[config.mk]
export PLATFORM = sky130hd
export DESIGN_NAME = bus_arb4x32
export DESIGN_NICKNAME = d
export VERILOG_FILES = /design/src/rtl/arb4x32_pkg.sv /design/src/rtl/mux4x32.sv /design/src/rtl/bus_arb4x32.sv
export SDC_FILE = /design/constraint.sdc
export NUM_CORES = 1
export LEC_CHECK = 0
export CAP_MARGIN = 20
export CORE_UTILIZATION = 29
export CTS_CLUSTER_DIAMETER = 200
export DETAILED_ROUTE_END_ITERATION = 10
export PLACE_DENSITY = 0.89
export SYNTH_ARGS = -nofsm -noshare
export SYNTH_HDL_FRONTEND = slang
export SYNTH_SLANG_ARGS = --single-unit
[constraint.sdc]
create_clock -name clk -period 2.75 [get_ports clk]
set_clock_uncertainty 0.2 [all_clocks]
set_input_delay 0.55 -clock clk [delete_from_list [all_inputs] [get_ports clk]]
set_output_delay 0.55 -clock clk [all_outputs]
set_load 0.01 [all_outputs]
[src/rtl/arb4x32_pkg.sv]
// Shared types, constants and the round-robin pick helper for the 4x32 bus arbiter.
package arb4x32_pkg;

  localparam int NREQ = 4;
  localparam int DW   = 32;

  typedef enum logic {
    IDLE = 1'b0,
    XFER = 1'b1
  } state_e;

  // Returns the first set request bit scanning ptr+1, ptr+2, ptr+3, ptr (mod 4).
  function automatic logic [1:0] rr_pick(input logic [NREQ-1:0] req, input logic [1:0] ptr);
    logic [1:0] idx;
    logic [1:0] pick;
    logic       found;
    pick  = ptr;
    found = 1'b0;
    for (int k = 1; k <= NREQ; k++) begin
      idx = ptr + 2'(k);
      if (!found && req[idx]) begin
        pick  = idx;
        found = 1'b1;
      end
    end
    return pick;
  endfunction

endpackage

[src/rtl/mux4x32.sv]
// Plain 4:1 data mux, 32 bits wide, steered by the arbiter's registered select.
module mux4x32
  import arb4x32_pkg::*;
(
  input  logic [1:0]    sel_i,
  input  logic [DW-1:0] d0_i,
  input  logic [DW-1:0] d1_i,
  input  logic [DW-1:0] d2_i,
  input  logic [DW-1:0] d3_i,
  output logic [DW-1:0] y_o
);

  always_comb begin
    y_o = d0_i;
    unique case (sel_i)
      2'd0: y_o = d0_i;
      2'd1: y_o = d1_i;
      2'd2: y_o = d2_i;
      2'd3: y_o = d3_i;
      default: y_o = d0_i;
    endcase
  end

endmodule

[src/rtl/bus_arb4x32.sv]
// Four-requester round-robin bus arbiter with hold timeout and withdrawal abort.
// Optional grant locking across handshakes is enabled by defining ARB4X32_LOCK_EN.
module bus_arb4x32
  import arb4x32_pkg::*;
#(
  parameter int MAX_HOLD = 15
) (
  input  logic            clk,
  input  logic            rst,
  input  logic [NREQ-1:0] req,
  input  logic [DW-1:0]   a0,
  input  logic [DW-1:0]   a1,
  input  logic [DW-1:0]   a2,
  input  logic [DW-1:0]   a3,
  input  logic            y_ready,
`ifdef ARB4X32_LOCK_EN
  input  logic [NREQ-1:0] lock,
`endif
  output logic [NREQ-1:0] gnt,
  output logic [1:0]      s,
  output logic [DW-1:0]   y,
  output logic            y_valid,
  output logic [NREQ-1:0] ack,
  output logic            timeout
);

  localparam logic [3:0] HOLD_LIMIT = 4'(MAX_HOLD);
  localparam logic       HOLD_EN    = (MAX_HOLD != 0);

  state_e          state_q, state_d;
  logic [1:0]      ptr_q, ptr_d;
  logic [1:0]      s_q, s_d;
  logic [NREQ-1:0] gnt_q, gnt_d;
  logic [3:0]      cnt_q, cnt_d;
  logic            timeout_q, timeout_d;

  logic            handshake;
  logic            lock_hit;
  logic [1:0]      pick;

  assign y_valid   = (state_q == XFER);
  assign handshake = y_valid & y_ready;
  assign pick      = rr_pick(req, ptr_q);

`ifdef ARB4X32_LOCK_EN
  assign lock_hit = lock[s_q];
`else
  assign lock_hit = 1'b0;
`endif

  // NOTE: every variable gets a default before the case so no path infers a latch.
  always_comb begin
    state_d   = state_q;
    ptr_d     = ptr_q;
    s_d       = s_q;
    gnt_d     = gnt_q;
    cnt_d     = cnt_q;
    timeout_d = 1'b0;
    unique case (state_q)
      IDLE: begin
        cnt_d = '0;
        if (|req) begin
          s_d     = pick;
          gnt_d   = 4'b0001 << pick;
          state_d = XFER;
        end else begin
          gnt_d = '0;
        end
      end
      XFER: begin
        if (handshake) begin
          // A locked owner keeps the bus back-to-back; ptr only moves on release.
          cnt_d = '0;
          if (!lock_hit) begin
            ptr_d   = s_q;
            gnt_d   = '0;
            state_d = IDLE;
          end
        end else if (!req[s_q]) begin
          gnt_d   = '0;
          cnt_d   = '0;
          state_d = IDLE;
        end else if (HOLD_EN && (cnt_q == HOLD_LIMIT)) begin
          timeout_d = 1'b1;
          ptr_d     = s_q;
          gnt_d     = '0;
          cnt_d     = '0;
          state_d   = IDLE;
        end else begin
          cnt_d = cnt_q + 4'd1;
        end
      end
      default: begin
        gnt_d   = '0;
        cnt_d   = '0;
        state_d = IDLE;
      end
    endcase
  end

  // NOTE: non-blocking assignments so every register samples pre-edge values.
  always_ff @(posedge clk or posedge rst) begin
    if (rst) begin
      state_q   <= IDLE;
      ptr_q     <= 2'd3;
      s_q       <= 2'd0;
      gnt_q     <= '0;
      cnt_q     <= '0;
      timeout_q <= 1'b0;
    end else begin
      state_q   <= state_d;
      ptr_q     <= ptr_d;
      s_q       <= s_d;
      gnt_q     <= gnt_d;
      cnt_q     <= cnt_d;
      timeout_q <= timeout_d;
    end
  end

  assign gnt     = gnt_q;
  assign s       = s_q;
  assign ack     = {NREQ{handshake}} & gnt_q;
  assign timeout = timeout_q;

  mux4x32 u_mux (
    .sel_i (s_q),
    .d0_i  (a0),
    .d1_i  (a1),
    .d2_i  (a2),
    .d3_i  (a3),
    .y_o   (y)
  );

endmodule

* Yosys cells after proc, flatten, opt, wreduce, memory -nomap -nowiden
Index checks and enable logic that the tools add are counted.
Cells by class: add/subtract/negate cells 4, magnitude comparators 5, equal/unequal tests 5, shift operators 1, muxes and demuxes 39, bitwise operators 3, reduce and logical (&&, ||, !) cells 12
Operator list (count):
- 32-bit one-hot mux with 4 select lines | 1
- 4-bit 2-to-1 mux | 7
- 1-bit 2-to-1 mux | 16
- 4-bit one-hot mux with 2 select lines | 2
- 2-bit by 3-bit less-than comparator with 1-bit output, second input constant | 5
- 2-bit 2-to-1 mux | 7
- 1-bit binary-select mux with 2-bit select | 5
- 2-bit adder, second input constant | 2
- 4-bit by 1-bit adder with 4-bit output, second input constant | 1
- 4-bit bitwise AND | 1
- 2-bit equality test, second input constant | 2
- 4-bit equality test, second input constant | 1
- 4-bit by 3-bit != test with 1-bit output, second input constant | 1
- 2-bit nonzero test | 2
- 4-bit OR reduction | 1
- 1-bit by 2-bit left shift with 4-bit output, first input constant | 1
- 1-bit logical AND | 3
- 1-bit zero test | 3
- 3-bit AND reduction | 1
- 2-bit by 1-bit adder with 2-bit output, second input constant | 1
- 2-bit by 1-bit equality test with 1-bit output, second input constant | 1
- 2-bit zero test | 1
- 1-bit one-hot mux with 2 select lines | 1
- 2-bit AND reduction | 1
- 2 further kinds | 2
Storage, ports and cells: register bits 14, output and inout port bits 44, logic and storage cells 75

* Logic depth before layout (Yosys ltp)
depth after elaboration 16, gate-level depth with buffers 5

* Hierarchy
Synthesis repeated with hierarchy kept, for this count alone.
Unflattened totals: cells, all modules 102, area total of the unflattened synthesis 1512.7 sq um
Modules (own cells, without submodules):
- mux4x32 | times used 1, cells an instance 39, area each 814.5 sq um, sequential area each 0.0 sq um
- bus_arb4x32 | times used 1, cells an instance 63, area each 698.2 sq um, sequential area each 352.8 sq um

* Least setup slack after synthesis
No wires, ideal clock.
kind register to output, start point register s_q[0], in the netlist s[0], end point output port y[0], arrival 1.469 ns, data required time 2.000 ns, path slack 0.531 ns, stages on the path, launching flop included 4, cells stage by stage dfrtp_1 buf_2 buf_2 mux4_2
On the way: word-level cells in the longest chain between the ends 2, elaborated cells between the ends (all ways) 5, those cells by class eq/ne: 3; mux: 1; reduce/logical: 1
Ends and longest elaborated chain:
- from (decl) | RTL line bus_arb4x32.sv:32 | logic [1:0] s_q, s_d;
- from (signal assigned) | RTL line bus_arb4x32.sv:106 | s_q <= 2'd0;
- from (signal assigned) | RTL line bus_arb4x32.sv:113 | s_q <= s_d;
- 2-bit equality test, or another cell as far along | RTL line mux4x32.sv:15 | unique case (sel_i)
- 32-bit one-hot mux with 4 select lines (*) | RTL line mux4x32.sv:15
- to (decl) | RTL line bus_arb4x32.sv:21 | output logic [DW-1:0] y,
Every way passes the cells marked *; elsewhere a longest branch is shown, timed or not.

* Worst setup path in the final report
start point input port a2[1], end point output port y[1]
On the way: word-level cells in the longest chain between the ends 1
Ends and longest elaborated chain:
- from (decl) | RTL line bus_arb4x32.sv:13 | input logic [DW-1:0] a2,
- 32-bit one-hot mux with 4 select lines | RTL line mux4x32.sv:15
Every way passes these cells.

==> flow_summary.json <==
{
  "max_freq_ghz": 0.366,
  "synth.net_count": 239,
  "rrSetupSlack_ns": 0.52,
  "grt_pass1_vias": 1899,
  "finalNetCount": 424,
  "worstPathArrival_ns": 1.98,
  "ys_ff_latch": 14,
  "ioPinCount": 179,
  "wire_per_inst_microns": 20.3,
  "crit_type": "in2out",
  "yosys_warnings": 0,
  "path_clk_slew_ns": 0.05,
  "dieArea_sq_um": 5350,
  "die_w_microns": 73.2,
  "area_delta_synth_final_pct": 134,
  "hold_end": "cnt_q[0]",
  "cts_buffers": 3,
  "cts_tree": "done",
  "root_buffer": "clkbuf_8",
  "cpPeakStageDelay_ns": 0.52,
  "hold_ws_ns": 0.261,
  "p_per_area_nw_per_um2": 769,
  "synthesis.area_sq_um": 1470,
  "coreArea_sq_um": 4790,
  "crit_path_top_delay_cell": "clkdlybuf4s50_1",
  "clock_sinks": 14,
  "cp_common_cell": "clkdlybuf4s50_1",
  "finalMaxSlewViolations": 0,
  "drtIter0Drc": 55,
  "setup_viol": 0,
  "ff2ff_path_depth": 5,
  "drv_cap": 0,
  "route.vias.total": 1781,
  "utilization_pct": 71.9,
  "drive_gt1_share_pct": 19.2,
  "wirelength_mm": 7.20,
  "maxSlewHeadroom_pct": 64.9,
  "synth_cell_types": 34,
  "end_kind": "output port",
  "critPathMaxFanout": 1,
  "gp_congestion": 0.859,
  "place_hpwl_mm": 6.13,
  "drc": 0,
  "hold_viol_final": 0,
  "crit_chain": "clkdlybuf4s50_1, mux4_2, clkdlybuf4s50_1",
  "fin_area_sq_um": 3440,
  "htreeDepth": 1,
  "grt_overflow_total": 0,
  "rsz0062_at_grt": "false",
  "initial_utilization_pct": 30.7,
  "dp.cells": 347,
  "n_antenna_cell": 0,
  "reg2reg_from": "s[1]",
  "hp-class": "reg2reg",
  "port-buffer-count": 178,
  "drtAntennaViolNets": 0,
  "worst_pin_slew_ns": 0.523,
  "startpoint_type": "input pin",
  "hold_buffers": 0,
  "post-route-min-period_ns": 2.73,
  "status": "complete, no violations",
  "clockBufferDepth": 2,
  "timing.rr.end": "ptr_q[1]",
  "fin_cells": 354,
  "holdPathStages": 1,
  "hp-start": "cnt_q[0]",
  "grtUsageTotal_pct": 25.8,
  "grt_pass1_wl_mm": 10.2,
  "first_pass_iters": 4,
  "leakage_nw": 1.32,
  "clock_latency_ns": 0.24,
  "fin_crit_sh_pct": 99.2,
  "antenna_found_initial": 0,
  "synth_cells": 103,
  "drt-vias-per-instance": 5.03,
  "die_y_microns": 73.2,
  "rows": 25,
  "ys_seq_area_share_pct": 24.0,
  "fin_setup_tns_ns": 0,
  "synth.avg_cell_area_sq_um": 14.3,
  "dpl_cell_area_sq_um": 3360,
  "required_ns": 2.00,
  "vdd_drop_max_mv": 0.518,
  "grt_start_max_net_pins": 23
}
cell families (layout without fill, tap and decap cells):
kind of cell	Yosys count	after routing	synth area share [%]
AND/OR/NAND/NOR	28	28	11.3
adder cells (fa/ha/maj)	1	1	0.852
multiplexers	36	36	52.8
flip-flops	14	14	24.0
AO/OA/AOI/OAI	11	11	6.13
XOR/XNOR	2	2	1.19
buffers and inverters	11	195	3.66
stage by stage:
| stage | power, W | setup slack [ns] |
|---|---|---|
| after floorplan | 0.00140 | 0.531 |
| after global placement | 0.00238 | 0.0196 |
| after detailed placement | 0.00242 | 0.0268 |
| after CTS | 0.00266 | 0.0246 |
| after global routing | 0.00278 | 0.000337 |
| final | 0.00265 | 0.0208 |
Yosys cell counts:
master     count  share of area [%]
nand2_1        2               0.51
clkbuf_1       4                1.0
nor2b_2        1               0.60
nand2b_1       2               0.85
nor2_1         7                1.8
o2bb2ai_1      2                1.2
mux2_1         2                1.5
dfstp_2        2                3.6
a22o_1         1               0.60
mux4_2        33                 51
and3_1         4                1.7
o21ai_4        1                1.1
and2_1         1               0.43
ha_1           1               0.85
o21a_1         1               0.51
a211oi_1       1               0.51
mux2i_1        1               0.68
nand3b_2       1               0.77
buf_6          1               0.77
nand3_1        2               0.68
or2_1          1               0.43
nor4_1         1               0.43
or3_1          1               0.43
nor2b_4        1               0.94
xnor2_1        2                1.2
buf_2          4                1.4
dfrtp_1       12                 20
o31ai_1        1               0.51
a21oi_1        3                1.0
inv_1          2               0.51
and3b_1        1               0.60
nor2b_1        2               0.85
nor3_1         1               0.34
a32o_1         1               0.68
routing by layer:
| metal | vias to the layer above | track usage, % | wire [microns] |
|---|---|---|---|
| met4 | 0 | 10.0 | 268 |
| met2 | 96 | 47.1 | 3740 |
| met5 | - | 0 | 0 |
| met1 | 860 | 28.1 | 2460 |
| met3 | 24 | 7.32 | 720 |
| li1 | 801 | - | - |
area by class of cell:
class                      instances  area [sq um]
timing repair buffer             189          1880
fill                             347          1340
multi-input combinational         78          1060
sequential                        14           354
tap                               67          83.8
clock buffer                       4          55.1
inverter                           2          7.51
state kept, by name, summed over array words and instances (netlist names):
signal and flops:
s 2, ptr_q 2, y_valid 1, timeout 1
gnt 4, cnt_q 4
cell usage in the layout (no fill, tap or decap), types with 2 or more instances in the layout:
cell,count
a21oi_1,3
and3_1,4
buf_4,10
clkbuf_8,4
clkdlybuf4s50_1,177
dfrtp_1,11
dfstp_2,2
inv_1,2
mux2_1,2
mux4_2,33
nand2_1,2
nand2b_1,2
nand3_1,2
nor2_1,7
nor2b_1,2
o2bb2ai_1,2
xnor2_1,2
worst max path at each step:
stage                 from    end  slack [ns]  cells after the start
floorplan             s[0]   y[0]        0.53                      3
global placement    a2[10]  y[10]        0.02                      3
detailed placement  a2[10]  y[10]        0.03                      3
CTS                 a2[10]  y[10]        0.02                      3
global route          s[0]  y[24]      0.0003                      3
finish               a2[1]   y[1]        0.02                      3
what timing repair did:
item / in CTS / in global routing
hold endpoints to repair: 0 / 0
resized for setup: 0 / 1
gates cloned: 0 / 0
setup buffers: 3 / 0
setup endpoints to repair: 17 / 1
power breakdown:
part / total (W) / internal (W) / switching [W]
Clock: 0.000197 / 0.000127 / 0.0000708
Combinational: 0.00207 / 0.00130 / 0.000768
Sequential: 0.000385 / 0.000288 / 0.0000969
Total: 0.00265 / 0.00171 / 0.000936
worst max-delay path, delay by kind of cell:
kind / cells / cell delay (ns)
buf+inv: 2 / 0.95
mux: 1 / 0.49
Note: power is estimated with default switching activity, not from simulation.
